===== src/rtl/div.sv =====
// rtl/div.sv - 16/8 unsigned restoring divider, one quotient bit per cycle
module div (
    input  logic        clk_i,
    input  logic        rst_i,
    input  logic [15:0] a_bi,
    input  logic [7:0]  b_bi,
    input  logic        start_i,
    output logic        busy_o,
    output logic        done_o,
    output logic [15:0] q_bo,
    output logic [7:0]  r_bo,
    output logic        dbz_o
);

    typedef enum logic {IDLE, WORK} state_t;

    state_t      state, state_nxt;
    logic [15:0] dvd;
    logic [7:0]  dvs;
    logic [15:0] quo;
    logic [8:0]  prem;
    logic [3:0]  cnt;
    logic [9:0]  trial;
    logic        ge;
    logic [8:0]  diff;
    logic        last;

    always_ff @(posedge clk_i or negedge rst_i) begin
        if (!rst_i) state <= IDLE;
        else        state <= state_nxt;
    end

    always_comb begin
        state_nxt = state;
        case (state)
            IDLE: if (start_i) state_nxt = WORK;
            WORK: if (last)    state_nxt = IDLE;
            default:           state_nxt = IDLE;
        endcase
    end

    always_comb begin
        busy_o = (state == WORK);
    end

    // Restoring step: the partial remainder stays below the divisor, so the
    // shifted trial never exceeds 9 significant bits for a non-zero divisor.
    always_comb begin
        trial = {prem, dvd[15]};
        ge    = (trial >= {2'b00, dvs});
        diff  = ge ? (trial[8:0] - {1'b0, dvs}) : trial[8:0];
        last  = (cnt == 4'd15);
    end

    always_ff @(posedge clk_i or negedge rst_i) begin
        if (!rst_i) begin
            dvd    <= '0;
            dvs    <= '0;
            quo    <= '0;
            prem   <= '0;
            cnt    <= '0;
            done_o <= 1'b0;
            q_bo   <= '0;
            r_bo   <= '0;
            dbz_o  <= 1'b0;
        end else begin
            done_o <= 1'b0;
            case (state)
                IDLE: begin
                    if (start_i) begin
                        dvd  <= a_bi;
                        dvs  <= b_bi;
                        quo  <= '0;
                        prem <= '0;
                        cnt  <= '0;
                    end
                end
                WORK: begin
                    dvd  <= {dvd[14:0], 1'b0};
                    quo  <= {quo[14:0], ge};
                    prem <= diff;
                    cnt  <= cnt + 4'd1;
                    if (last) begin
                        done_o <= 1'b1;
                        if (dvs == 8'd0) begin
                            q_bo  <= 16'hFFFF;
                            r_bo  <= 8'h00;
                            dbz_o <= 1'b1;
                        end else begin
                            q_bo  <= {quo[14:0], ge};
                            r_bo  <= diff[7:0];
                            dbz_o <= 1'b0;
                        end
                    end
                end
                default: ;
            endcase
        end
    end

endmodule

===== config.mk =====
export PLATFORM = sky130hd
export DESIGN_NAME = div
export DESIGN_NICKNAME = d
export VERILOG_FILES = /design/src/rtl/div.sv
export SDC_FILE = /design/constraint.sdc
export NUM_CORES = 1
export LEC_CHECK = 0
export ABC_AREA = 1
export CORE_ASPECT_RATIO = 1.5
export CORE_MARGIN = 2
export CORE_UTILIZATION = 56
export DETAILED_ROUTE_END_ITERATION = 16
export GPL_TIMING_DRIVEN = 0
export PLACE_DENSITY = 0.8
export SYNTH_ARGS = -nofsm -noshare
export SYNTH_HDL_FRONTEND = slang
export SYNTH_SLANG_ARGS = --single-unit

===== constraint.sdc =====
create_clock -name clk_i -period 4.85 [get_ports clk_i]
set_input_delay 0.97 -clock clk_i [delete_from_list [all_inputs] [get_ports clk_i]]
set_output_delay 0.97 -clock clk_i [all_outputs]
set_load 0.05 [all_outputs]

==> reports/qor.csv, run 1 <==
metric;value;unit
run_status;finished, final reports clean;
antenna_cells;0;
crit_path_end_kind;primary output;
worst_setup_hold_path_clk_slew;80;ps
buffer_ports.inserted;53;
number_of_nets_in_the_final_layout;521;
synth_top_family_by_area;simple AND/OR/NAND/NOR gates;
final.hold.worst_slack;489;ps
netlist_area_pre_place;3670;µm²
floorplan.core_area;6440;µm²
worstSetupStartpointType;flip-flop;
drc;0;
numPlacedInstances;549;
cp_slowest_stage_delay;850;ps
cts.root.buffer_cell;sky130_fd_sc_hd__clkbuf_8;
layout_cells_sized_above_1;0.0879;
synth_xor_area_frac;0.00716;
yosys.area_share.simple;0.236;
top_cells_by_area_in_the_synthesized_netlist;sky130_fd_sc_hd__dfrtp_1, sky130_fd_sc_hd__nand2_1, sky130_fd_sc_hd__inv_1;
critPathBufInv;1;
detail_route.iter0.violations;201;
synth-compound-area-share;0.0964;
final_design_area_excluding_fillers;4520;µm²
antenna_found_initial;0;
worst-slew-pin-transition;502;ps
detail_route.vias_per_cell;5.36;
timing.hold.worst.class;reg2reg;
ctsHoldBuffers;0;
crit_path_top_delay_cell;sky130_fd_sc_hd__clkdlybuf4s50_1;
cp.required;3880;ps
synth_fa_ha_area_frac;0.0361;
cp_data_arrival_time;1670;ps
p_leak;2.21;nW
cts_setup_buffers;0;
clkSinkCount;79;
grt_max_degree;57;
timing_hold_violations_final;0;
irDropWorstVdd;0.000516;V
firstDrtPassIters;4;
rsz_0062_raised_after_global_routing;no;
fin_worst_skew;10.7;ps
worst_r2r_path_depth;12;
cts.path.max_buffers;2;
post_dp_hpwl;5.91;mm
floorplan.die.height;103;µm
rows;36;
worstSkewPairLatency;360;ps
routed_wire_length_per_instance;14.2;µm
max-cap-violations;0;
number_of_global_route_vias_before_repair;3040;
max_freq;0.379;GHz
worst_path_depth;1;
synthesis.instances;419;
cp_cell_sequence;clkdlybuf4s50_1;
overflow;0;
numCtsBuffers;9;
ys_seq_area_frac;0.538;
timing.setup.critical_path_class;reg2out;
ffs_latches_synth;79;
route.vias.total;3030;
num_io_pins;54;
synth.mux.area_fraction;0;
final_non_filler_cell_total;565;
cts_tree;done;
report.final.slew_viol_count;0;
cts_max_level;3;
maxSlewHeadroom;0.664;
track_usage;0.242;
global_placer_s_final_weighted_congestion;0.864;
timing.final.crit_period;2640;ps
powerDensity;827;nW/µm²
postSynthAreaPerCell;8.76;µm²
synth_cell_types;33;
holdPathStages;2;
synth_top_cell_by_area;sky130_fd_sc_hd__dfrtp_1;
floorplan.die_area;7230;µm²
setup_viol;0;
postRouteAntennaNets;0;
layout_worst_path_cycle_share;0.544;
dpl-instance-area;4320;µm²
cell_type_group_with_the_largest_total_delay_on_the_critical_path;buffers and inverters;
timing.setup.tns;0;ps
postLayoutCoreUtil;0.702;
syn_to_final_growth;23.1;%
grt_pass1_wl;13.6;mm
synth.yosys.warnings;0;
detail_route.wirelength;8.02;mm
number_of_nets_produced_by_synthesis;456;
die_extent_in_x;70.1;µm
synth_top_area_frac;0.538;
cp_max_fo;6;
start_util;0.570;
cts-resized-gates;0;
filler_cell_count;511;
## path summary, 6_finish.rpt
path                       startpoint       to  slack (ps)
max                            busy_o   busy_o        2210
min                           r_bo[3]  r_bo[3]         490
max reg2reg                   dvd[15]  r_bo[1]        2750
min reg2reg                   r_bo[3]  r_bo[3]         490
max in group asynchronous       rst_i  dvd[13]        3750
min in group asynchronous       rst_i  r_bo[0]         510
## power by group
part	total, mW	internal (mW)	switching [mW]
logic	2.12	0.755	1.37
clock network	0.485	0.238	0.247
registers	1.13	0.966	0.166
total	3.74	1.96	1.78
## metal layers
layer / part of all wire / up-vias / wire, µm / track usage
li1: - / 1480 / - / -
met1: 0.39 / 1470 / 3170 / 0.275
met2: 0.54 / 59 / 4330 / 0.440
met3: 0.033 / 21 / 264 / 0.0504
met4: 0.032 / 0 / 257 / 0.109
met5: 0 / - / 0 / 0
## synth_stat cells, drive strengths merged
library cell and instances:
a21oi 20, a22o 1, a22oi 2, buf 10, clkbuf 6, clkinv 1, dfrtp 79, fa 1
ha 9, inv 55, nand2 130, nand3 20, nand3b 1, nand4 13, nor2 31, o211ai 4
o21ai 12, o221ai 6, o22ai 14, or2 1, xnor2 2, xor2 1
## metrics by stage
stage	setup slack [ps]	power [mW]
global placement	169	3.19
detailed placement	2360	3.26
floorplan	3050	2.68
finish	2210	3.74
CTS	2190	3.76
global route	2160	4.05
## layout make-up
cell class                      count  area (µm²)  area share
Multi-Input combinational cell    268        1380       0.306
Sequential cell                    79        1980       0.437
Tap cell                           76        95.1      0.0210
Timing Repair Buffer               54         556       0.123
Buffer                             16         104      0.0230
Clock inverter                      7        73.8      0.0163
Clock buffer                        9         124      0.0274
Inverter                           56         210      0.0465
## registers in the layout (all words and copies together) (netlist names)
register and flops:
busy_o 1, cnt 4, dbz_o 1, done_o 1, dvd 16, dvs 8, prem 9, q_bo 16
quo 15, r_bo 8
## cell families (layout without fill, tap and decap cells)
family / count (synthesis) / in the layout
and+or+nand+nor: 196 / 196
adders and majority gates: 10 / 10
xor gates and xnor gates: 3 / 3
buffers and inverters: 72 / 142
AOI/OAI and AO/OA: 59 / 59
DFF: 79 / 79
## layout by cell type, fill, tap and decap left out, drive strengths merged
master,synthesis,routed
a21oi,20,20
a22o,1,1
a22oi,2,2
buf,10,12
bufinv,0,1
clkbuf,6,15
clkdlybuf4s50,0,52
clkinv,1,6
clkinvlp,0,1
dfrtp,79,79
fa,1,1
ha,9,9
inv,55,55
nand2,130,130
nand3,20,20
nand3b,1,1
nand4,13,13
nor2,31,31
o211ai,4,4
o21ai,12,12
o221ai,6,6
o22ai,14,14
or2,1,1
xnor2,2,2
xor2,1,1
Note: power is estimated with default switching activity, not from simulation.
==> run 2, diff against run 1 <==
CORE_UTILIZATION = 49   (was 56)
PLACE_DENSITY = 0.74   (was 0.8)
clock period = 2.3 ns   (was 4.85 ns; I/O delays follow)
==> reports/qor.csv, run 2 (synthesized netlist as in run 1, its figures left out) <==
metric;value;unit
run_status;finished, final reports clean;
fin_ws;193;ps
layout_cells_sized_above_1;0.0894;
syn_to_final_growth;24.6;%
global_placer_s_final_weighted_congestion;0.860;
fin_worst_skew;16.9;ps
detail_route.wirelength;8.16;mm
routed_wire_length_per_instance;13.8;µm
irDropWorstVdd;0.000952;V
clkSinkCount;79;
floorplan.die_area;8220;µm²
overflow;0;
final-seq-area;1980;µm²
numCtsBuffers;9;
maxSlewHeadroom;0.653;
number_of_global_route_vias_before_repair;2947;
powerDensity;1730;nW/µm²
filler_cell_count;628;
detail_route.iter0.violations;191;
num_io_pins;54;
critPathBufInv;1;
cts.path.max_buffers;2;
cell_type_group_with_the_largest_total_delay_on_the_critical_path;buffers and inverters;
route.vias.total;2991;
cts_tree;done;
timing.hold.worst.class;in2async;
timing.setup.tns;0;ps
track_usage;0.222;
most-common-layout-cells;sky130_fd_sc_hd__nand2_1, sky130_fd_sc_hd__dfrtp_1, sky130_fd_sc_hd__inv_1;
p_switching;3.73;mW
detail_route.vias_per_cell;5.05;
start_util;0.505;
preCtsSetupSlack;199;ps
antenna_cells;0;
grt_max_degree;69;
postRouteAntennaNets;0;
post_dp_hpwl;5.96;mm
top_regs;dvd (16), q_bo (16), quo (15);
cp_max_fo;6;
max_freq;0.475;GHz
layout_worst_path_cycle_share;0.916;
final.hold.worst_slack;490;ps
worstSkewPairLatency;340;ps
number_of_nets_in_the_final_layout;524;
p_leak;2.22;nW
buffer_ports.inserted;53;
multiInputGateArea;1390;µm²
power.share.combinational;0.569;
worst_setup_hold_path_clk_slew;90;ps
power_frac_seq;0.302;
die_extent_in_x;74.7;µm
drc;0;
sw_share;0.471;
timing.final.crit_period;2110;ps
power.share.clock;0.130;
floorplan.core_area;7270;µm²
internal_power;4.19;mW
firstDrtPassIters;4;
rsz_0062_raised_after_global_routing;no;
worstSetupStartpointType;flip-flop;
timing_hold_violations_final;0;
max-cap-violations;0;
antenna_found_initial;0;
setup_viol;0;
cp_data_arrival_time;1650;ps
grt_pass1_wl;13.7;mm
crit_path_top_delay_cell;sky130_fd_sc_hd__clkdlybuf4s50_1;
cp.required;1840;ps
rows;38;
mostFrequentLayoutCell;sky130_fd_sc_hd__nand2_1;
report.final.slew_viol_count;0;
cts_max_level;3;
cts.root.buffer_cell;sky130_fd_sc_hd__clkbuf_8;
floorplan.die.height;110;µm
cp_cell_sequence;clkdlybuf4s50_1;
post-layout-total-power;7.92;mW
worst-slew-pin-transition;519;ps
crit_path_end_kind;primary output;
cp_slowest_stage_delay;850;ps
timing.setup.critical_path_class;reg2out;
run 2: cell count changes in the layout (fill, tap and decap cells not counted):
cell                            before  now
sky130_fd_sc_hd__clkinv_4            3    0
sky130_fd_sc_hd__buf_4               2    3
sky130_fd_sc_hd__clkbuf_1            4    5
sky130_fd_sc_hd__clkbuf_8           11   12
sky130_fd_sc_hd__dlygate4sd3_1       0    1
sky130_fd_sc_hd__inv_6               0    1
sky130_fd_sc_hd__nor2_2              1    2
run 2: cell type report:
class | instances | area share
clock buffer | 11 | 0.0309
sequential | 79 | 0.432
tap | 100 | 0.0274
buffer | 16 | 0.0227
multi-input combinational | 269 | 0.303
clock inverter | 5 | 0.0123
inverter | 56 | 0.0460
timing repair buffer | 56 | 0.125
run 2: stage by stage:
step	cell area [µm²]	cells	utilization
after floorplan	3670	419	-
after global placement	4330	572	0.595
after detailed placement	4350	573	0.598
after CTS	4560	590	0.627
after global routing	4570	592	0.629
final	4570	592	0.629
run 2: repair_timing:
item | in CTS | in global routing
resized for setup | 0 | 0
hold buffers | 1 | 0
buffers inserted | 0 | 1
setup endpoints to repair | 0 | 4
endpoints found under the hold margin | 11 | 0
run 2: final timing paths:
kind                       slack [ps]       end  cells after the start  startpoint
hold / removal                    490  q_bo[15]                      2       rst_i
min in group clk_i                490   r_bo[3]                      2     r_bo[3]
setup / recovery                  190    busy_o                      1      busy_o
max in group asynchronous        1230    dvs[0]                      3       rst_i
hold reg to reg                   490   r_bo[3]                      2     r_bo[3]
setup reg to reg                  210   r_bo[2]                     12     dvd[15]
run 2: power by group through the flow:
stage	Clock [mW]	Combinational (mW)	Sequential (mW)
6_report	1.03	4.50	2.39
3_5_place_dp	0	4.46	2.41
4_1_cts	1.05	4.50	2.39
3_3_place_gp	0	4.37	2.39
2_1_floorplan	0	2.57	3.09
5_1_grt	1.10	4.99	2.46
run 2: layer usage:
layer / GRT usage / vias to the layer above / part of all wire
met5: 0 / - / 0
met4: 0.0727 / 0 / 0.015
met3: 0.0464 / 12 / 0.027
met2: 0.380 / 57 / 0.55
met1: 0.277 / 1435 / 0.41
li1: - / 1487 / -
==> run 3, diff against run 2 <==
CAP_MARGIN = 20   (was default)
PLACE_DENSITY = 0.73   (was 0.74)
==> reports/qor.csv, run 3 (synthesized netlist as in run 1, its figures left out) <==
metric;value;unit
timing_hold_violations_final;0;
setup_viol;0;
firstDrtPassIters;4;
final.hold.worst_slack;8.82;ps
cts_max_level;3;
cts.path.max_buffers;2;
dpl-instance-area;4350;µm²
worst_setup_hold_path_clk_slew;80;ps
track_usage;0.220;
floorplan.die_area;8220;µm²
number_of_nets_in_the_final_layout;522;
cp_max_fo;9;
cp-startpoint;dvd[15];
power.share.clock;0.121;
cp_data_arrival_time;2410;ps
fin_worst_skew;7.06;ps
grt_pass1_wl;13.5;mm
sw_share;0.474;
detail_route.wirelength;8.05;mm
most-common-layout-cells;sky130_fd_sc_hd__nand2_1, sky130_fd_sc_hd__dfrtp_1, sky130_fd_sc_hd__inv_1;
irDropWorstVdd;0.00110;V
max_freq;0.464;GHz
rows;38;
antenna_cells;0;
worst-slew-pin-transition;510;ps
syn_to_final_growth;23.5;%
layout_cells_sized_above_1;0.0857;
detail_route.vias_per_cell;5.03;
top_regs;dvd (16), q_bo (16), quo (15);
run_status;finished, final reports clean;
clkSinkCount;79;
rsz_0062_raised_after_global_routing;no;
power.share.combinational;0.573;
timing.final.crit_period;2160;ps
worstSetupStartpointType;flip-flop;
detail_route.iter0.violations;208;
cts_tree;done;
internal_power;4.10;mW
cts-resized-gates;0;
cts.root.buffer_cell;sky130_fd_sc_hd__clkbuf_8;
crit_path_end_kind;flip-flop;
maxSlewHeadroom;0.660;
cts_setup_buffers;0;
cp.required;2550;ps
worstSkewPairLatency;360;ps
layout_worst_path_cycle_share;0.938;
drc;0;
mostFrequentLayoutCell;sky130_fd_sc_hd__nand2_1;
num_io_pins;54;
number_of_global_route_vias_before_repair;2900;
p_switching;3.69;mW
report.final.slew_viol_count;0;
floorplan.core_area;7270;µm²
numCtsBuffers;9;
post_dp_hpwl;5.91;mm
timing.hold.worst.class;in2async;
route.vias.total;2967;
postRouteAntennaNets;0;
timing.setup.critical_path_class;reg2reg;
timing.rr.start;dvd[15];
grt_max_degree;55;
p_leak;2.20;nW
global_placer_s_final_weighted_congestion;0.879;
routed_wire_length_per_instance;13.6;µm
antenna_found_initial;0;
final_design_area_excluding_fillers;4540;µm²
power_frac_seq;0.306;
powerDensity;1720;nW/µm²
die_extent_in_x;74.7;µm
ctsHoldBuffers;0;
start_util;0.505;
max-cap-violations;0;
buffer_ports.inserted;53;
overflow;0;
floorplan.die.height;110;µm
==> run 3: cell count changes in the layout (fill, tap and decap cells not counted) <==
cell | previous run | this run
sky130_fd_sc_hd__bufinv_16 | 1 | 0
sky130_fd_sc_hd__clkbuf_1 | 5 | 6
sky130_fd_sc_hd__clkbuf_8 | 12 | 13
sky130_fd_sc_hd__dlygate4sd3_1 | 1 | 0
sky130_fd_sc_hd__inv_6 | 1 | 0
sky130_fd_sc_hd__nor2_2 | 2 | 1
==> run 3: area by class of cell <==
type / instances / area (µm²)
fillers: 652 / 2740
flip-flops and latches: 79 / 1980
multi-input cells: 268 / 1380
repair buffers: 55 / 563
inverters: 56 / 210
clock buffers: 13 / 159
well taps: 100 / 125
plain buffers: 16 / 104
clock inverters: 3 / 17.5
==> run 3: per-layer routing <==
layer | vias to the layer above | GRT usage | wire (µm)
met5 | - | 0 | 0
met4 | 0 | 0.0727 | 78
met3 | 6 | 0.0573 | 268
met2 | 52 | 0.383 | 4370
met1 | 1425 | 0.262 | 3330
li1 | 1484 | - | -
==> run 3: worst paths after layout <==
check / slack (ps) / depth (start not counted) / to
max reg2reg: 140 / 12 / r_bo[1]
min: 9 / 1 / q_bo[5]
min reg2reg: 480 / 2 / r_bo[6]
max in group asynchronous: 1710 / 2 / dvs[6]
min in group clk_i: 480 / 2 / r_bo[6]
max: 140 / 12 / r_bo[1]
==> run 3: stage by stage <==
stage / utilization / setup TNS [ps] / setup WS, ps / cells / power (mW)
2_1_floorplan: - / 0 / 501 / 419 / 5.66
3_3_place_gp: 0.595 / -152780 / -1940 / 572 / 6.76
3_5_place_dp: 0.598 / 0 / 187 / 573 / 6.86
4_1_cts: 0.623 / 0 / 156 / 589 / 7.81
5_1_grt: 0.624 / 0 / 3.79 / 590 / 8.42
6_report: 0.624 / 0 / 143 / 590 / 7.79
==> run 3: critical path, cell delays in order (launching register included) <==
cell and delay, ps:
sky130_fd_sc_hd__dfrtp_1 370, sky130_fd_sc_hd__inv_1 150, sky130_fd_sc_hd__ha_1 170, sky130_fd_sc_hd__inv_1 60, sky130_fd_sc_hd__fa_1 410, sky130_fd_sc_hd__nand2_1 80
sky130_fd_sc_hd__nand2_1 90, sky130_fd_sc_hd__nand2_1 110, sky130_fd_sc_hd__nor2_1 70, sky130_fd_sc_hd__nor2_4 210, sky130_fd_sc_hd__nand4_1 160, sky130_fd_sc_hd__nand3_1 120
sky130_fd_sc_hd__nand2_1 60
==> run 3: power groups by stage <==
stage	Clock, mW	Sequential (mW)	Combinational, mW
after CTS	0.947	2.38	4.48
after global placement	0	2.39	4.36
after floorplan	0	3.09	2.57
after global routing	1.01	2.44	4.97
final	0.944	2.38	4.46
after detailed placement	0	2.41	4.45
